===== src/rtl/rvv_backend_uop_queue.sv =====
// rvv_backend_uop_queue: multi-push / multi-pop circular FIFO between vector
// decode and dispatch. Up to PUSH_N uops are written per cycle and the POP_N
// oldest entries are presented combinationally from storage.
// Optional feature macro: RVV_UOPQ_ERR_EN adds a sticky err_o flag that records
// any illegal push/pop request (non-thermometer or beyond free/count).
module rvv_backend_uop_queue #(
  parameter int  DEPTH  = 16,
  parameter int  PUSH_N = 4,
  parameter int  POP_N  = 2,
  parameter type DATA_T = logic [31:0]
) (
  input  logic              clk_i,
  input  logic              rst_i,
  input  logic [PUSH_N-1:0] push_i,
  input  DATA_T             datain_i [PUSH_N],
  output logic              full_o,
  output logic [PUSH_N-1:1] almost_full_o,
  input  logic [POP_N-1:0]  pop_i,
  output DATA_T             dataout_o [POP_N],
  output logic              empty_o,
  output logic [POP_N-1:1]  almost_empty_o
`ifdef RVV_UOPQ_ERR_EN
  ,
  output logic              err_o
`endif
);

  localparam int AW = $clog2(DEPTH);
  localparam int CW = AW + 1;

  DATA_T         mem_q [DEPTH];
  logic [AW-1:0] wr_ptr_q, wr_ptr_d;
  logic [AW-1:0] rd_ptr_q, rd_ptr_d;
  logic [CW-1:0] count_q, count_d;
  logic [CW-1:0] free_s;
  logic [CW-1:0] push_run_s, pop_run_s;
  logic [CW-1:0] np_s, nq_s;
  logic          push_extra_s, pop_extra_s;

  assign free_s = CW'(DEPTH) - count_q;

  // Length of the contiguous run of ones from bit 0 of push/pop, plus a flag for stray bits above a hole.
  always_comb begin
    logic push_open, pop_open;
    push_run_s   = {CW{1'b0}};
    push_extra_s = 1'b0;
    push_open    = 1'b1;
    for (int k = 0; k < PUSH_N; k++) begin
      if (push_i[k] && push_open) begin
        push_run_s = push_run_s + CW'(1);
      end else if (push_i[k]) begin
        push_extra_s = 1'b1;
      end else begin
        push_open = 1'b0;
      end
    end
    pop_run_s   = {CW{1'b0}};
    pop_extra_s = 1'b0;
    pop_open    = 1'b1;
    for (int k = 0; k < POP_N; k++) begin
      if (pop_i[k] && pop_open) begin
        pop_run_s = pop_run_s + CW'(1);
      end else if (pop_i[k]) begin
        pop_extra_s = 1'b1;
      end else begin
        pop_open = 1'b0;
      end
    end
  end

  // Clip accepted counts against pre-edge free/count and form next pointer/count state.
  always_comb begin
    if (push_run_s > free_s) begin
      np_s = free_s;
    end else begin
      np_s = push_run_s;
    end
    if (pop_run_s > count_q) begin
      nq_s = count_q;
    end else begin
      nq_s = pop_run_s;
    end
    wr_ptr_d = wr_ptr_q + np_s[AW-1:0];
    rd_ptr_d = rd_ptr_q + nq_s[AW-1:0];
    count_d  = count_q + np_s - nq_s;
  end

  // Pointer and occupancy registers.
  always_ff @(posedge clk_i or posedge rst_i) begin
    if (rst_i) begin
      wr_ptr_q <= {AW{1'b0}};
      rd_ptr_q <= {AW{1'b0}};
      count_q  <= {CW{1'b0}};
    end else begin
      wr_ptr_q <= wr_ptr_d;
      rd_ptr_q <= rd_ptr_d;
      count_q  <= count_d;
    end
  end

  // Entry storage: accepted ports land at consecutive slots from wr_ptr, wrapping naturally.
  always_ff @(posedge clk_i or posedge rst_i) begin
    if (rst_i) begin
      for (int i = 0; i < DEPTH; i++) begin
        mem_q[i] <= DATA_T'(0);
      end
    end else begin
      for (int k = 0; k < PUSH_N; k++) begin
        if (CW'(k) < np_s) begin
          mem_q[wr_ptr_q + AW'(k)] <= datain_i[k];
        end
      end
    end
  end

  // Read window: the POP_N oldest slots, shown even when stale.
  always_comb begin
    for (int k = 0; k < POP_N; k++) begin
      dataout_o[k] = mem_q[rd_ptr_q + AW'(k)];
    end
  end

  // Flow-control flags decoded from the registered count only.
  always_comb begin
    full_o  = (free_s == {CW{1'b0}});
    empty_o = (count_q == {CW{1'b0}});
    for (int i = 1; i < PUSH_N; i++) begin
      almost_full_o[i] = (free_s <= CW'(i));
    end
    for (int i = 1; i < POP_N; i++) begin
      almost_empty_o[i] = (count_q <= CW'(i));
    end
  end

`ifdef RVV_UOPQ_ERR_EN
  logic err_q, err_d;

  // Any illegal request this cycle sets the sticky error.
  always_comb begin
    err_d = err_q | push_extra_s | (push_run_s > free_s)
                  | pop_extra_s  | (pop_run_s > count_q);
  end

  // Sticky error register, cleared only by reset.
  always_ff @(posedge clk_i or posedge rst_i) begin
    if (rst_i) begin
      err_q <= 1'b0;
    end else begin
      err_q <= err_d;
    end
  end

  assign err_o = err_q;
`endif

endmodule


===== config.mk =====
export PLATFORM = sky130hd
export DESIGN_NAME = rvv_backend_uop_queue
export DESIGN_NICKNAME = d
export VERILOG_FILES = /design/src/rtl/rvv_backend_uop_queue.sv
export SDC_FILE = /design/constraint.sdc
export NUM_CORES = 2
export LEC_CHECK = 0
export ABC_AREA = 1
export BUFFER_PORTS_ARGS = -buffer_cell sky130_fd_sc_hd__buf_2
export CORE_MARGIN = 3
export CORE_UTILIZATION = 25
export CTS_CLUSTER_SIZE = 24
export DETAILED_ROUTE_END_ITERATION = 8
export GPL_TIMING_DRIVEN = 0
export PLACE_DENSITY = 0.37
export SETUP_SLACK_MARGIN = 0.4
export SYNTH_ARGS = -nofsm -noshare
export SYNTH_HDL_FRONTEND = slang
export SYNTH_SLANG_ARGS = --single-unit

===== constraint.sdc =====
create_clock -name clk_i -period 17.8 [get_ports clk_i]
set_input_delay 1.78 -clock clk_i [delete_from_list [all_inputs] [get_ports clk_i]]
set_output_delay 1.78 -clock clk_i [all_outputs]
set_load 0.01 [all_outputs]

==> metrics.yaml <==
setup_path:
  worst-path-buf-inv: 6
  crit_arrival_ns: 7.22
  r2r_start: "count_q[0]$_DFF_PP0_"
  start_kind: "register"
  worstSetupStartpoint: "rd_ptr_q[0]$_DFF_PP0_"
  critPathMaxStageDelay_ns: 1.11
  required_ns: 16.02
  crit_path_end_kind: "output pin"
  path_class: "register to output pin"
  path_cells: "clkbuf_1 > buf_2 > clkbuf_1 > clkbuf_1 > clkbuf_1 > a21oi_1 > o221ai_1 > nand2_1 > buf_2"
  path_delay_family: "buffers and inverters"
  crit_top_cell: "clkbuf_1"
  slowest_stage: "clkbuf_1"
  critPathMaxFanout: 10
sta:
  finalSetupViolCount: 0
  fin_setup_tns_ns: 0
  fin_crit_sh_pct: 50.6
  tightestPinTransition_ns: 1.71
  fmax_mhz: 111
  setup_ws_ns: 8.80
  rsz0062_at_grt: "no"
  worst_clock_skew_ns: 0.0306
  final_hold_viol_count: 0
  slew_viol_final: 341
  period_minus_slack_ns: 9.00
  relSlewSlack_pct: -13.9
route:
  routed_wl_um: 557000
  vias_per_cell: 5.98
  final_antenna_net_count: 0
  wire_per_inst_um: 38.2
  drt_iter0_drc: 15200
  remaining_drc_errors: 0
  drtPass1Iterations: 9
  vias: 87000
clock_network:
  postCtsSetupRepairBufs: 0
  clock_path_buffers: 3
  ctsHoldBuffers: 0
  cts_root_buf: "clkbuf_16"
  worstSkewPairLatency_ns: 0.83
  cts.sinks: 525
  numCtsBuffers: 89
  htree_levels: 3
  clkTransAtPathRegs_ns: 0.06
  cts_resized: 0
  cts_tree: "yes"
layout:
  fill_cells: 27600
  nets: 11500
  drive_gt1_share_pct: 5.54
  area_growth_pct: 13.8
floorplanning:
  dieArea_sq_um: 245000
  num_rows: 178
  die_w_um: 495
  die_y_um: 495
  io_pins: 206
  core_area_sq_um: 237000
  start_util_pct: 25.3
grt:
  antenna_found_initial: 68
  gr-usage-all-layers_pct: 43.5
  grt_max_degree: 94
  grt_pass1_vias: 74800
  gr-total-overflow: 0
  grt_pass1_wl_um: 718000
logic_synthesis:
  yosysSeqAreaShare_pct: 22.0
  ys_async_sr_fraction_pct: 100
  yosys_warnings: 0
  yosys-top-cells-count: "nand2_1, nand3_1, inv_1"
  synth_edf_count: 0
  syn_inst: 11100
  ys_types: 32
  ys.flop_type: "dfrtp_1"
  ys_seq_elements: 525
  avgSynthCellArea_sq_um: 5.41
  synth.area.top_cells: "dfrtp_1, nand2_1, nand3_1"
  synth_top_cell_by_area: "dfrtp_1"
  netlist.area_leader.share_pct: 22.0
  yosysMostFrequentCell: "nand2_1"
  synth_area_sq_um: 59700
worst_hold_path:
  worstHoldPathType: "register to register"
  hold_start: "count_q[4]$_DFF_PP0_"
placement:
  pre_cts_slack_ns: 10.51
  dp_hpwl_um: 433000
  io_buffers: 141
  gp_congestion: 1.05
outcome:
  violations: "capacitance limit, slew limit"
  status: "finished with violations"
job:
  maxCapViolCount: 35
per-stage QoR:
| stage | util [%] | instances | cell area (sq um) | hold WS, ns |
|---|---|---|---|---|
| after floorplan | - | 11100 | 59700 | 0.505 |
| after global placement | 27.2 | 14300 | 64400 | 0.637 |
| after detailed placement | 27.4 | 14400 | 64800 | 0.633 |
| after CTS | 28.7 | 14500 | 67800 | 0.646 |
| after global routing | 28.7 | 14500 | 67900 | 0.687 |
| final | 28.7 | 14600 | 68000 | 0.638 |
final cells by class:
type                       instances  area, sq um  share of cell area (%)
antenna                           40          100                   0.147
multi-input combinational       7990        36700                    54.0
sequential                       525        13100                    19.3
clock buffer                     136         2690                    3.95
tap                             3150         3940                    5.80
buffer                          1133         4680                    6.89
inverter                        1403         5270                    7.76
timing repair buffer             160         1120                    1.64
clock inverter                    24          327                   0.480
worst min-delay path: stages (launching register included):
cell and delay, ns:
dfrtp_1 0.39, xor2_1 0.09, xnor2_1 0.12
logic make-up (layout without fill, tap and decap cells):
| group | after synthesis | after routing | synth area share, % |
|---|---|---|---|
| other | 1 | 42 | 0.00628 |
| buffers and inverters | 2536 | 2856 | 16.6 |
| xor gates and xnor gates | 13 | 13 | 0.191 |
| adders and majority gates | 33 | 33 | 0.741 |
| AOI/OAI and AO/OA | 2031 | 2031 | 17.7 |
| DFF | 525 | 525 | 22.0 |
| and+or+nand+nor | 5911 | 5911 | 42.8 |
placed cells by master (no fill, tap or decap), types with 27 or more instances in the layout:
master	count
buf_1	100
buf_2	376
nand4_1	480
nor2_1	664
ha_1	29
inv_1	1393
dfrtp_1	525
o221ai_1	27
a21oi_1	895
diode_2	40
o21ai_0	976
nand2_1	3087
clkbuf_1	755
clkbuf_16	90
clkbuf_2	46
nand3_1	1655
o211ai_1	127
metal layers:
metal / up-vias / wire [um] / GRT usage, %
met3: 1232 / 67400 / 12.9
li1: 36300 / - / -
met4: 26 / 41200 / 27.6
met1: 43000 / 231000 / 58.9
met2: 6466 / 217000 / 59.4
met5: - / 234 / 0.274
final timing paths:
check,cells after the start,slack (ns),to
hold / removal,2,0.64,count_q[4]$_DFF_PP0_
setup reg to reg,17,11.73,mem_q[460]$_DFF_PP0_
max in group asynchronous,4,15.19,mem_q[407]$_DFF_PP0_
min in group asynchronous,2,0.99,mem_q[185]$_DFF_PP0_
hold reg to reg,2,0.64,count_q[4]$_DFF_PP0_
setup / recovery,9,8.80,dataout_o[32]
flip-flops by register name, summed over array words and instances, names as in the netlist:
| name | cells |
|---|---|
| rd_ptr_q | 4 |
| wr_ptr_q | 4 |
| mem_q | 512 |
| count_q | 5 |
Power is not shown: default switching activity piles up to over one toggle a cycle in this logic, so the estimate is an artifact.
